File: src/rtl/rs_enc_framer_pkg.sv
// Shared definitions for the RS encoder input framer: default code geometry
// and the framer state encoding.
package rs_codec_pkg;

  localparam int unsigned DEF_WORD_LENGTH = 8;
  localparam int unsigned DEF_N           = 15;
  localparam int unsigned DEF_K           = 11;

  typedef enum logic [1:0] {
    IDLE,
    SEND,
    PAD
  } framer_state_e;

endpackage

File: src/rtl/rs_enc_framer_if.sv
// Symbol stream in (valid/ready/last) and encoder-facing symbol stream out.
interface rs_enc_framer_if
  import rs_codec_pkg::*;
#(
  parameter int unsigned WORD_LENGTH = DEF_WORD_LENGTH
);

  logic                   s_valid;
  logic [WORD_LENGTH-1:0] s_symbol;
  logic                   s_last;
  logic                   s_ready;
  logic                   m_in_ready;
  logic                   m_valid;
  logic                   m_start_codeword;
  logic                   m_end_codeword;
  logic [WORD_LENGTH-1:0] m_symbol;

  modport master (
    output s_valid, s_symbol, s_last, m_in_ready,
    input  s_ready, m_valid, m_start_codeword, m_end_codeword, m_symbol
  );

  modport slave (
    input  s_valid, s_symbol, s_last, m_in_ready,
    output s_ready, m_valid, m_start_codeword, m_end_codeword, m_symbol
  );

endinterface

File: src/rtl/rs_enc_framer_fifo.sv
// Synchronous FIFO for {last, symbol} entries; push ignored when full, pop
// ignored when empty.
module rs_sym_fifo #(
  parameter int unsigned WIDTH = 9,
  parameter int unsigned DEPTH = 4
) (
  input  logic             clk,
  input  logic             rst,
  input  logic             push_i,
  input  logic [WIDTH-1:0] din_i,
  input  logic             pop_i,
  output logic [WIDTH-1:0] dout_o,
  output logic             full_o,
  output logic             empty_o
);

  localparam int unsigned AW = $clog2(DEPTH);

  logic [AW:0]      wr_q, wr_d, rd_q, rd_d;
  logic [WIDTH-1:0] mem_q [DEPTH];
  logic             do_push, do_pop;

  // Extra pointer MSB separates the full case from the empty case.
  assign empty_o = (wr_q == rd_q);
  assign full_o  = (wr_q[AW] != rd_q[AW]) && (wr_q[AW-1:0] == rd_q[AW-1:0]);
  assign do_push = push_i && !full_o;
  assign do_pop  = pop_i && !empty_o;
  assign dout_o  = mem_q[rd_q[AW-1:0]];

  always_comb begin
    wr_d = wr_q;
    rd_d = rd_q;
    if (do_push) wr_d = wr_q + 1'b1;
    if (do_pop)  rd_d = rd_q + 1'b1;
  end

  always_ff @(posedge clk) begin
    if (rst) begin
      wr_q <= '0;
      rd_q <= '0;
    end else begin
      wr_q <= wr_d;
      rd_q <= rd_d;
    end
  end

  always_ff @(posedge clk) begin
    if (do_push) mem_q[wr_q[AW-1:0]] <= din_i;
  end

endmodule

File: src/rtl/rs_enc_framer.sv
// Cuts a buffered symbol stream into K-symbol messages for the RS encoder,
// padding or shortening the final codeword of each packet.
module rs_enc_framer
  import rs_codec_pkg::*;
#(
  parameter int unsigned WORD_LENGTH = DEF_WORD_LENGTH,
  parameter int unsigned N           = DEF_N,
  parameter int unsigned K           = DEF_K,
  parameter int unsigned FIFO_DEPTH  = 4,
  parameter int unsigned PAD_SHORT   = 0
) (
  input  logic                clk,
  input  logic                rst,
  rs_enc_framer_if.slave      bus,
  output logic                o_busy,
  output logic [15:0]         o_codeword_cnt
);

  localparam int unsigned CW    = $clog2(K + 1);
  localparam logic [CW-1:0] K_C   = CW'(K);
  localparam logic [CW-1:0] ONE_C = CW'(1);

  framer_state_e          state_q, state_d;
  logic [CW-1:0]          cnt_q, cnt_d, cnt_inc;
  logic                   valid_q, valid_d, start_q, start_d, end_q, end_d;
  logic [WORD_LENGTH-1:0] sym_q, sym_d;
  logic [15:0]            cwcnt_q, cwcnt_d;

  logic                   fifo_full, fifo_empty, fifo_pop, fifo_push;
  logic [WORD_LENGTH:0]   fifo_head;
  logic                   head_last, out_fire, load_end, pad_end;

  assign bus.s_ready = !rst && !fifo_full;
  assign fifo_push   = bus.s_valid && bus.s_ready;

  rs_sym_fifo #(
    .WIDTH (WORD_LENGTH + 1),
    .DEPTH (FIFO_DEPTH)
  ) u_fifo (
    .clk     (clk),
    .rst     (rst),
    .push_i  (fifo_push),
    .din_i   ({bus.s_last, bus.s_symbol}),
    .pop_i   (fifo_pop),
    .dout_o  (fifo_head),
    .full_o  (fifo_full),
    .empty_o (fifo_empty)
  );

  assign head_last = fifo_head[WORD_LENGTH];
  assign out_fire  = valid_q && bus.m_in_ready;
  assign cnt_inc   = cnt_q + ONE_C;
  assign load_end  = (cnt_inc == K_C) || ((PAD_SHORT == 0) && head_last);
  // A pad following a lone first symbol always closes the codeword.
  assign pad_end   = (cnt_q == ONE_C) || (cnt_inc == K_C);

  always_comb begin
    state_d  = state_q;
    cnt_d    = cnt_q;
    valid_d  = valid_q;
    start_d  = start_q;
    end_d    = end_q;
    sym_d    = sym_q;
    cwcnt_d  = cwcnt_q;
    fifo_pop = 1'b0;
    unique case (state_q)
      IDLE: begin
        if (!fifo_empty) begin
          fifo_pop = 1'b1;
          valid_d  = 1'b1;
          start_d  = 1'b1;
          end_d    = 1'b0;
          sym_d    = fifo_head[WORD_LENGTH-1:0];
          cnt_d    = ONE_C;
          state_d  = head_last ? PAD : SEND;
        end
      end
      SEND: begin
        if (out_fire && end_q) begin
          valid_d = 1'b0;
          start_d = 1'b0;
          end_d   = 1'b0;
          sym_d   = '0;
          cwcnt_d = cwcnt_q + 16'd1;
          state_d = IDLE;
        end else if (!valid_q || out_fire) begin
          start_d = 1'b0;
          if (!fifo_empty) begin
            fifo_pop = 1'b1;
            valid_d  = 1'b1;
            sym_d    = fifo_head[WORD_LENGTH-1:0];
            cnt_d    = cnt_inc;
            end_d    = load_end;
            if (head_last && !load_end) state_d = PAD;
          end else begin
            valid_d = 1'b0;
          end
        end
      end
      PAD: begin
        if (out_fire) begin
          valid_d = 1'b1;
          start_d = 1'b0;
          sym_d   = '0;
          cnt_d   = cnt_inc;
          end_d   = pad_end;
          if (pad_end) state_d = SEND;
        end
      end
      default: state_d = IDLE;
    endcase
  end

  always_ff @(posedge clk) begin
    if (rst) begin
      state_q <= IDLE;
      cnt_q   <= '0;
      valid_q <= 1'b0;
      start_q <= 1'b0;
      end_q   <= 1'b0;
      sym_q   <= '0;
      cwcnt_q <= '0;
    end else begin
      assert (N > K && K >= 2);
      state_q <= state_d;
      cnt_q   <= cnt_d;
      valid_q <= valid_d;
      start_q <= start_d;
      end_q   <= end_d;
      sym_q   <= sym_d;
      cwcnt_q <= cwcnt_d;
    end
  end

  assign bus.m_valid          = valid_q;
  assign bus.m_start_codeword = start_q;
  assign bus.m_end_codeword   = end_q;
  assign bus.m_symbol         = sym_q;
  assign o_busy               = (state_q != IDLE) || !fifo_empty;
  assign o_codeword_cnt       = cwcnt_q;

endmodule

File: src/flat_wrapper.sv
// flat-port wrapper written by rule: the top's interface ports become plain ports
module rs_enc_framer_flat import rs_codec_pkg::*;
#(
  parameter int unsigned WORD_LENGTH = DEF_WORD_LENGTH,
  parameter int unsigned N           = DEF_N,
  parameter int unsigned K           = DEF_K,
  parameter int unsigned FIFO_DEPTH  = 4,
  parameter int unsigned PAD_SHORT   = 0
)
  (clk, rst, o_busy, o_codeword_cnt, bus_s_valid, bus_s_symbol, bus_s_last, bus_m_in_ready, bus_s_ready, bus_m_valid, bus_m_start_codeword, bus_m_end_codeword, bus_m_symbol);
  rs_enc_framer_if #(.WORD_LENGTH(WORD_LENGTH)) bus_i ();
  input  logic clk;
  input  logic rst;
  output logic o_busy;
  output logic [15:0] o_codeword_cnt;
  input wire logic [$bits(bus_i.s_valid)-1:0] bus_s_valid;
  input wire logic [$bits(bus_i.s_symbol)-1:0] bus_s_symbol;
  input wire logic [$bits(bus_i.s_last)-1:0] bus_s_last;
  input wire logic [$bits(bus_i.m_in_ready)-1:0] bus_m_in_ready;
  output wire logic [$bits(bus_i.s_ready)-1:0] bus_s_ready;
  output wire logic [$bits(bus_i.m_valid)-1:0] bus_m_valid;
  output wire logic [$bits(bus_i.m_start_codeword)-1:0] bus_m_start_codeword;
  output wire logic [$bits(bus_i.m_end_codeword)-1:0] bus_m_end_codeword;
  output wire logic [$bits(bus_i.m_symbol)-1:0] bus_m_symbol;
  assign bus_i.s_valid = bus_s_valid;
  assign bus_i.s_symbol = bus_s_symbol;
  assign bus_i.s_last = bus_s_last;
  assign bus_i.m_in_ready = bus_m_in_ready;
  assign bus_s_ready = bus_i.s_ready;
  assign bus_m_valid = bus_i.m_valid;
  assign bus_m_start_codeword = bus_i.m_start_codeword;
  assign bus_m_end_codeword = bus_i.m_end_codeword;
  assign bus_m_symbol = bus_i.m_symbol;
  rs_enc_framer #(.WORD_LENGTH(WORD_LENGTH), .N(N), .K(K), .FIFO_DEPTH(FIFO_DEPTH), .PAD_SHORT(PAD_SHORT)) u_core (.clk(clk), .rst(rst), .bus(bus_i), .o_busy(o_busy), .o_codeword_cnt(o_codeword_cnt));
endmodule
File: config.mk
export PLATFORM = sky130hd
export DESIGN_NAME = rs_enc_framer_flat
export DESIGN_NICKNAME = d
export VERILOG_FILES = /design/src/rtl/rs_enc_framer_pkg.sv /design/src/rtl/rs_enc_framer_if.sv /design/src/rtl/rs_enc_framer_fifo.sv /design/src/rtl/rs_enc_framer.sv /design/src/flat_wrapper.sv
export SDC_FILE = /design/constraint.sdc
export NUM_CORES = 1
export LEC_CHECK = 0
export CELL_PAD_IN_SITES_DETAIL_PLACEMENT = 0
export CELL_PAD_IN_SITES_GLOBAL_PLACEMENT = 1
export CORE_ASPECT_RATIO = 0.5
export CORE_MARGIN = 2
export CORE_UTILIZATION = 44
export CTS_CLUSTER_SIZE = 20
export DETAILED_ROUTE_END_ITERATION = 7
export GPL_TIMING_DRIVEN = 0
export PLACE_DENSITY_LB_ADDON = 0.1
export SETUP_SLACK_MARGIN = 0.4
export SLEW_MARGIN = 20
export SYNTH_ARGS = -nofsm -noshare
export SYNTH_HDL_FRONTEND = slang
export SYNTH_SLANG_ARGS = --single-unit
export TNS_END_PERCENT = 100
File: constraint.sdc
create_clock -name clk -period 2.8 [get_ports clk]
set_clock_uncertainty 0.1 [all_clocks]
set_input_delay 0.56 -clock clk [delete_from_list [all_inputs] [get_ports clk]]
set_output_delay 0.56 -clock clk [all_outputs]
set_load 0.05 [all_outputs]
# Yosys cells after proc, flatten, opt, wreduce, memory -nomap -nowiden
# Memory sizes are Yosys's and may differ from the RTL's. A register that Yosys moved wholly into a read port is not among the register bits.
# Cells that the tools add are included.
[word_totals] ff_bits=39 ram_bits=36 inputBits=13 elab_cells=99 memories=1
[mem_list] memory="u_core.u_fifo.mem_q" depth=4 width=9 rd=1 rd_clocked_by_memory_dff=1 write_ports=1 line_no="rs_enc_framer_fifo.sv:20" text="logic [WIDTH-1:0] mem_q [DEPTH];"
[classes] add_sub_neg=4 n_eq_ne=16 mux=43 n_reduce_logical=26
[op_table] cell="8-bit two-way mux" count=4
[op_table] cell="8-bit one-hot mux with 3 select lines" count=1
[op_table] cell="2-bit two-way mux" count=10
[op_table] cell="4-bit two-way mux" count=5
[op_table] cell="1-bit two-way mux" count=17
[op_table] cell="16-bit by 1-bit adder with 16-bit output, second input constant" count=1
[op_table] cell="4-bit one-hot mux with 3 select lines" count=1
[op_table] cell="6-bit AND reduction" count=2
[op_table] cell="1-bit one-hot mux with 3 select lines" count=3
[op_table] cell="1-bit logical AND" count=8
[op_table] cell="3-bit by 1-bit adder with 3-bit output, second input constant" count=2
[op_table] cell="2-bit by 1-bit != test with 1-bit output, second input constant" count=3
[op_table] cell="2-bit != test, second input constant" count=3
[op_table] cell="3-bit by 1-bit != test with 1-bit output, second input constant" count=2
[op_table] cell="2-bit one-hot mux with 3 select lines" count=1
[op_table] cell="1-bit logical NOT" count=5
[op_table] cell="5-bit AND reduction" count=1
[op_table] cell="4-bit by 1-bit adder with 4-bit output, second input constant" count=1
[op_table] cell="4-bit by 1-bit equality test with 1-bit output, second input constant" count=1
[op_table] cell="4-bit equality test, second input constant" count=1
[op_table] cell="1-bit logical OR" count=4
[op_table] cell="4-bit AND reduction" count=1
[op_table] cell="3-bit equality test" count=1
[op_table] cell="3-bit != test, second input constant" count=1
[op_table] cell="other kinds (10)" count=10

# Depth between registers and ports, before layout
[depth] ltp_word=10 ltp_mapped=8 depth_no_buf=7

# By module
# Synthesis repeated with hierarchy kept, for this count alone.
[hier_totals] hier_cells=305 hier_area_um2=3543.4
[by_module_without_submodules] mod="rs_sym_fifo" instances=1 cells_each=115 area_per_inst_um2=1874.3 seq_area_each_um2=1241.2
[by_module_without_submodules] mod="rs_enc_framer" instances=1 cells_each=190 area_per_inst_um2=1669.1 seq_area_each_um2=660.6

# Worst setup path after synthesis
# OpenSTA, ideal clock, no wires.
[synth_timing] path_kind="input to output" startpoint="input rst" endpoint="output bus_s_ready" t_arrival_ps=1731 slack_ps=409 stages=3 cell_sequence="buf_2 > buf_1 > a31oi_1"
[synth_between] elab_chain_len=2
[synth_rtl] element="start, declared" line_no="flat_wrapper.sv:13" text="input logic rst;"
[synth_rtl] element="1-bit logical NOT" line_no="rs_enc_framer.sv:33" text="assign bus.s_ready = !rst && !fifo_full;"
[synth_rtl] element="1-bit logical AND" line_no="rs_enc_framer.sv:33"
[synth_rtl] element="end, declared" line_no="flat_wrapper.sv:20" text="output wire logic [$bits(bus_i.s_ready)-1:0] bus_s_ready;"
# No other way between the ends.

# Worst setup path in the final report
[layout_timing] startpoint="register u_core.valid_q (netlist: u_core.bus.m_valid)" endpoint="output bus_m_valid"
[layout_lines] element="start, declared" line_no="rs_enc_framer.sv:25" text="logic valid_q, valid_d, start_q, start_d, end_q, end_d;"
[layout_lines] element="start signal, assigned" line_no="rs_enc_framer.sv:127" text="valid_q <= valid_d;"
[layout_lines] element="end, declared" line_no="flat_wrapper.sv:21" text="output wire logic [$bits(bus_i.m_valid)-1:0] bus_m_valid;"
# No word-level cell between the ends.

==> metrics.md <==
| Metric | Value |
|---|---|
| Hold path depth | `2` |
| Clock power share | `~28%` |
| Final Max Tran Viols | `0` |
| Vias in the first global route | `about 2200` |
| CP Launch Type | `flop` |
| Worst endpoint required time | `around 2100 ps` |
| Combinational power share | `a little over a third` |
| Ys Warns | `0` |
| Total Neg Setup Slack | `0 ps` |
| CTS H-Tree Depth | `3` |
| CTS root buf | `clkbuf_16` |
| Main combinational cell family by area after synthesis | `simple AND/OR/NAND/NOR gates` |
| Final setup fails | `0` |
| Slew @ Worst Pin | `between 600 and 700 ps` |
| EDFF count, synth | `36` |
| Core ar. | `about 0.0074 mm2` |
| Register area | `approximately 0.0019 mm2` |
| Layout fillers | `646` |
| Post-CTS Repair Setup Buffers | `0` |
| CP max stage cell | `clkdlybuf4s50_1` |
| CP Buf/Inv Count | `1` |
| Post-Syn Instances | `284` |
| Number of distinct library cells after synthesis | `51` |
| Max-Slew Margin vs Limit | `between 50% and 60%` |
| Fraction of the mapped netlist area in adder cells | `5.11%` |
| Post-Route WL | `~6700 um` |
| FMAX | `roughly 430 MHz` |
| Area after DPL | `just under 0.004 mm2` |
| Internal Power | `about 0.0024 W` |
| Final GP Congestion | `0.774` |
| Layout cells sized above 1 | `9.41%` |
| Initial antenna violation count | `0` |
| Die span in x | `around 130 um` |
| Die Y | `about 66 um` |
| Critical Path AT | `between 1500 and 2000 ps` |
| Drt wl/cell | `~15 um` |
| Simple-Gate Fraction of Synth Area | `roughly 14%` |
| Leakage | `~1.5 nW` |
| Hold path start | `u_core.bus.m_symbol[6]` |
| Routed Antenna Nets | `0` |
| R2R Setup Slk | `around 570 ps` |
| DP HPWL | `between 4000 and 5000 um` |
| Pin count of the biggest net entering global routing | `15` |
| RSZ-0062 raised after global routing | `true` |
| Clock Pin Slew Worst Setup and Hold Paths | `60 ps` |
| Synth Flop Type | `dfxtp_1` |
| CTS Hold Bufs | `0` |
| Status | `complete, no violations` |
| Row Count | `22` |
| Syn-to-layout area delta | `23.3%` |
| Final period util | `82.2%` |
| Synthesized cell area | `approximately 0.0034 mm2` |
| Crit path cell chain | `clkdlybuf4s50_1` |
| Global-route wire length before repair | `around 11000 um` |
| HP Class | `reg -> reg` |
| Max-Cap Viols | `0` |
| Reg2Reg Depth | `7` |
| Final net count | `362` |
| Area of the multi-input gates | `roughly 0.0015 mm2` |
| Post-Layout Cell Count | `between 400 and 500` |
| Switching share of power | `a little over a third` |
| CP endpoint kind | `primary output` |
| Mux contribution to synthesized area | `9.13%` |
| Flops & latches, synth | `between 70 and 80` |
| TritonCTS clock tree | `done` |
| Port Buf Inserts | `40` |
| Minimum clock period after layout | `2300 ps` |
| Worst hold path endpoint | `u_core.bus.m_symbol[6]` |
| Final hold slack | `approximately 370 ps` |
| Power share of the sequential group | `between 30% and 40%` |
| Initial DRC count | `109` |
| CP top delay family | `buffers and inverters` |
| P_sw | `0.00141 W` |
| Syn_nets | `roughly 310` |
| Reg2Reg Launch Point | `u_core.state_q[1]` |
| R2R Path End | `u_core.cnt_q[2]` |
| Vias per std cell | `~5.2` |
| DR vias | `2254` |
| Crit-path max FO | `8` |
| Num CTS Buffers | `9` |
| Placed Cells incl. Taps | `420` |
| Worst Setup Path Type | `reg -> out` |
| XOR/XNOR share of the synthesized area | `under 10%` |
| Antenna cells | `0` |
| Clock Latency Late Sink | `340 ps` |
| Seq/Total Area, Yosys | `between 50% and 60%` |
| DRT Pass-1 Iters | `4` |
| Async set-or-reset flop fraction in the synthesized netlist | `0%` |
| Slowest stage delay, CP | `around 850 ps` |
| Final instance area | `0.00423 mm2` |
| Hold Fails Final Rpt | `0` |
| Total gr overflow | `0` |
| Total power draw | `about 0.0038 W` |
| Pwr dens | `about 910 mW/mm2` |
| Initial Utilization | `46.1%` |
| Remaining DRCs | `0` |
| TritonCTS sink count | `77` |
| Compound-Gate Fraction of Synth Area | `8.69%` |
| Worst vdd ir | `0.000489 V` |
| GRT Total Usage | `between 10% and 20%` |
| Clock Tree Buf Depth | `2` |
| Die area | `about 0.0086 mm2` |
| Boundary Pins | `42` |
| Mean Syn Cell Area | `around 12 um2` |
-- area by class of cell --
type | count | area share (%)
Sequential cell | 77 | 45.0
Multi-Input combinational cell | 188 | 34.5
Timing Repair Buffer | 40 | 9.24
Clock buffer | 10 | 5.42
Tap cell | 96 | 2.84
Clock inverter | 6 | 1.10
Inverter | 12 | 1.07
Buffer | 7 | 0.888
-- how the worst max path moves through the flow --
stage | startpoint | to | cells after the start
floorplan | rst | bus_s_ready | 3
global route | u_core.state_q[1] | u_core.o_codeword_cnt[12] | 8
global placement | rst | bus_s_ready | 4
CTS | u_core.u_fifo.rd_q[2] | o_busy | 4
detailed placement | rst | bus_s_ready | 4
finish | u_core.bus.m_valid | bus_m_valid | 1
-- cells by family after synthesis --
kind of cell    count (synthesis)
mux                            17
compound gates                 44
buf+inv                        19
flops                          77
xor+xnor                       20
fa+ha+maj                      14
simple gates                   93
-- flip-flops by register name, indices dropped and copies added, names as in the netlist, named ones only --
name                         cells
u_core.bus.m_end_codeword        1
u_core.bus.m_start_codeword      1
u_core.bus.m_symbol              8
u_core.bus.m_valid               1
u_core.cnt_q                     4
u_core.o_codeword_cnt           16
u_core.state_q                   2
u_core.u_fifo.mem_q             36
u_core.u_fifo.rd_q               3
u_core.u_fifo.wr_q               3
-- Yosys cell counts, types with 3 or more instances --
library cell	n	area share, %
a21oi_1	16	2.3
nor3_1	8	1.2
mux2i_1	8	2.3
nand2_1	15	1.6
nand3_1	9	1.3
and4_1	3	0.77
nand4_1	3	0.55
edfxtp_1	36	32
o31ai_1	3	0.66
xnor2_1	14	3.6
nor2_1	31	3.4
inv_1	12	1.3
dfxtp_1	41	24
nand2b_1	3	0.55
ha_1	14	5.1
clkbuf_1	3	0.33
mux4_1	8	6.1
and2_1	4	0.73
or3_1	4	0.73
o21ai_0	8	1.2
xor2_1	6	1.5
-- metrics by stage --
step | utilization [%] | worst slack [ps]
6_report | 56.9 | 498
3_3_place_gp | 53.1 | 26.4
5_1_grt | 56.9 | 391
4_1_cts | 56.9 | 308
3_5_place_dp | 53.1 | 35.8
2_1_floorplan | - | 409
-- power groups by stage --
| stage | registers (W) | clock network [W] | logic (W) |
|---|---|---|---|
| 2_1_floorplan | 0.00161 | 0 | 0.000809 |
| 3_3_place_gp | 0.00143 | 0 | 0.00134 |
| 3_5_place_dp | 0.00143 | 0 | 0.00136 |
| 4_1_cts | 0.00141 | 0.00110 | 0.00136 |
| 5_1_grt | 0.00143 | 0.00115 | 0.00149 |
| 6_report | 0.00141 | 0.00107 | 0.00136 |
-- per-layer routing --
layer / vias to the layer above / part of all wire [%] / global-route usage, %
met3: 8 / 4.4 / 6.80
met5: - / 0 / 0
met1: 1051 / 51 / 22.7
li1: 1149 / - / -
met2: 46 / 43 / 28.0
met4: 0 / 1.2 / 6.11
-- layout by cell type, fill, tap and decap left out, types with 12 or more instances in the layout --
cell,count
inv_1,12
dfxtp_1,41
nor2_1,31
xnor2_1,14
clkdlybuf4s50_1,38
edfxtp_1,36
a21oi_1,16
nand2_1,15
ha_1,14
-- timing repair --
| action | in CTS | in global routing |
|---|---|---|
| pin swaps | 0 | 0 |
| endpoints found under the setup margin | 2 | 5 |
| gates resized for setup | 5 | 5 |
| gates cloned | 0 | 0 |
Power figures use the tool's default switching activity.
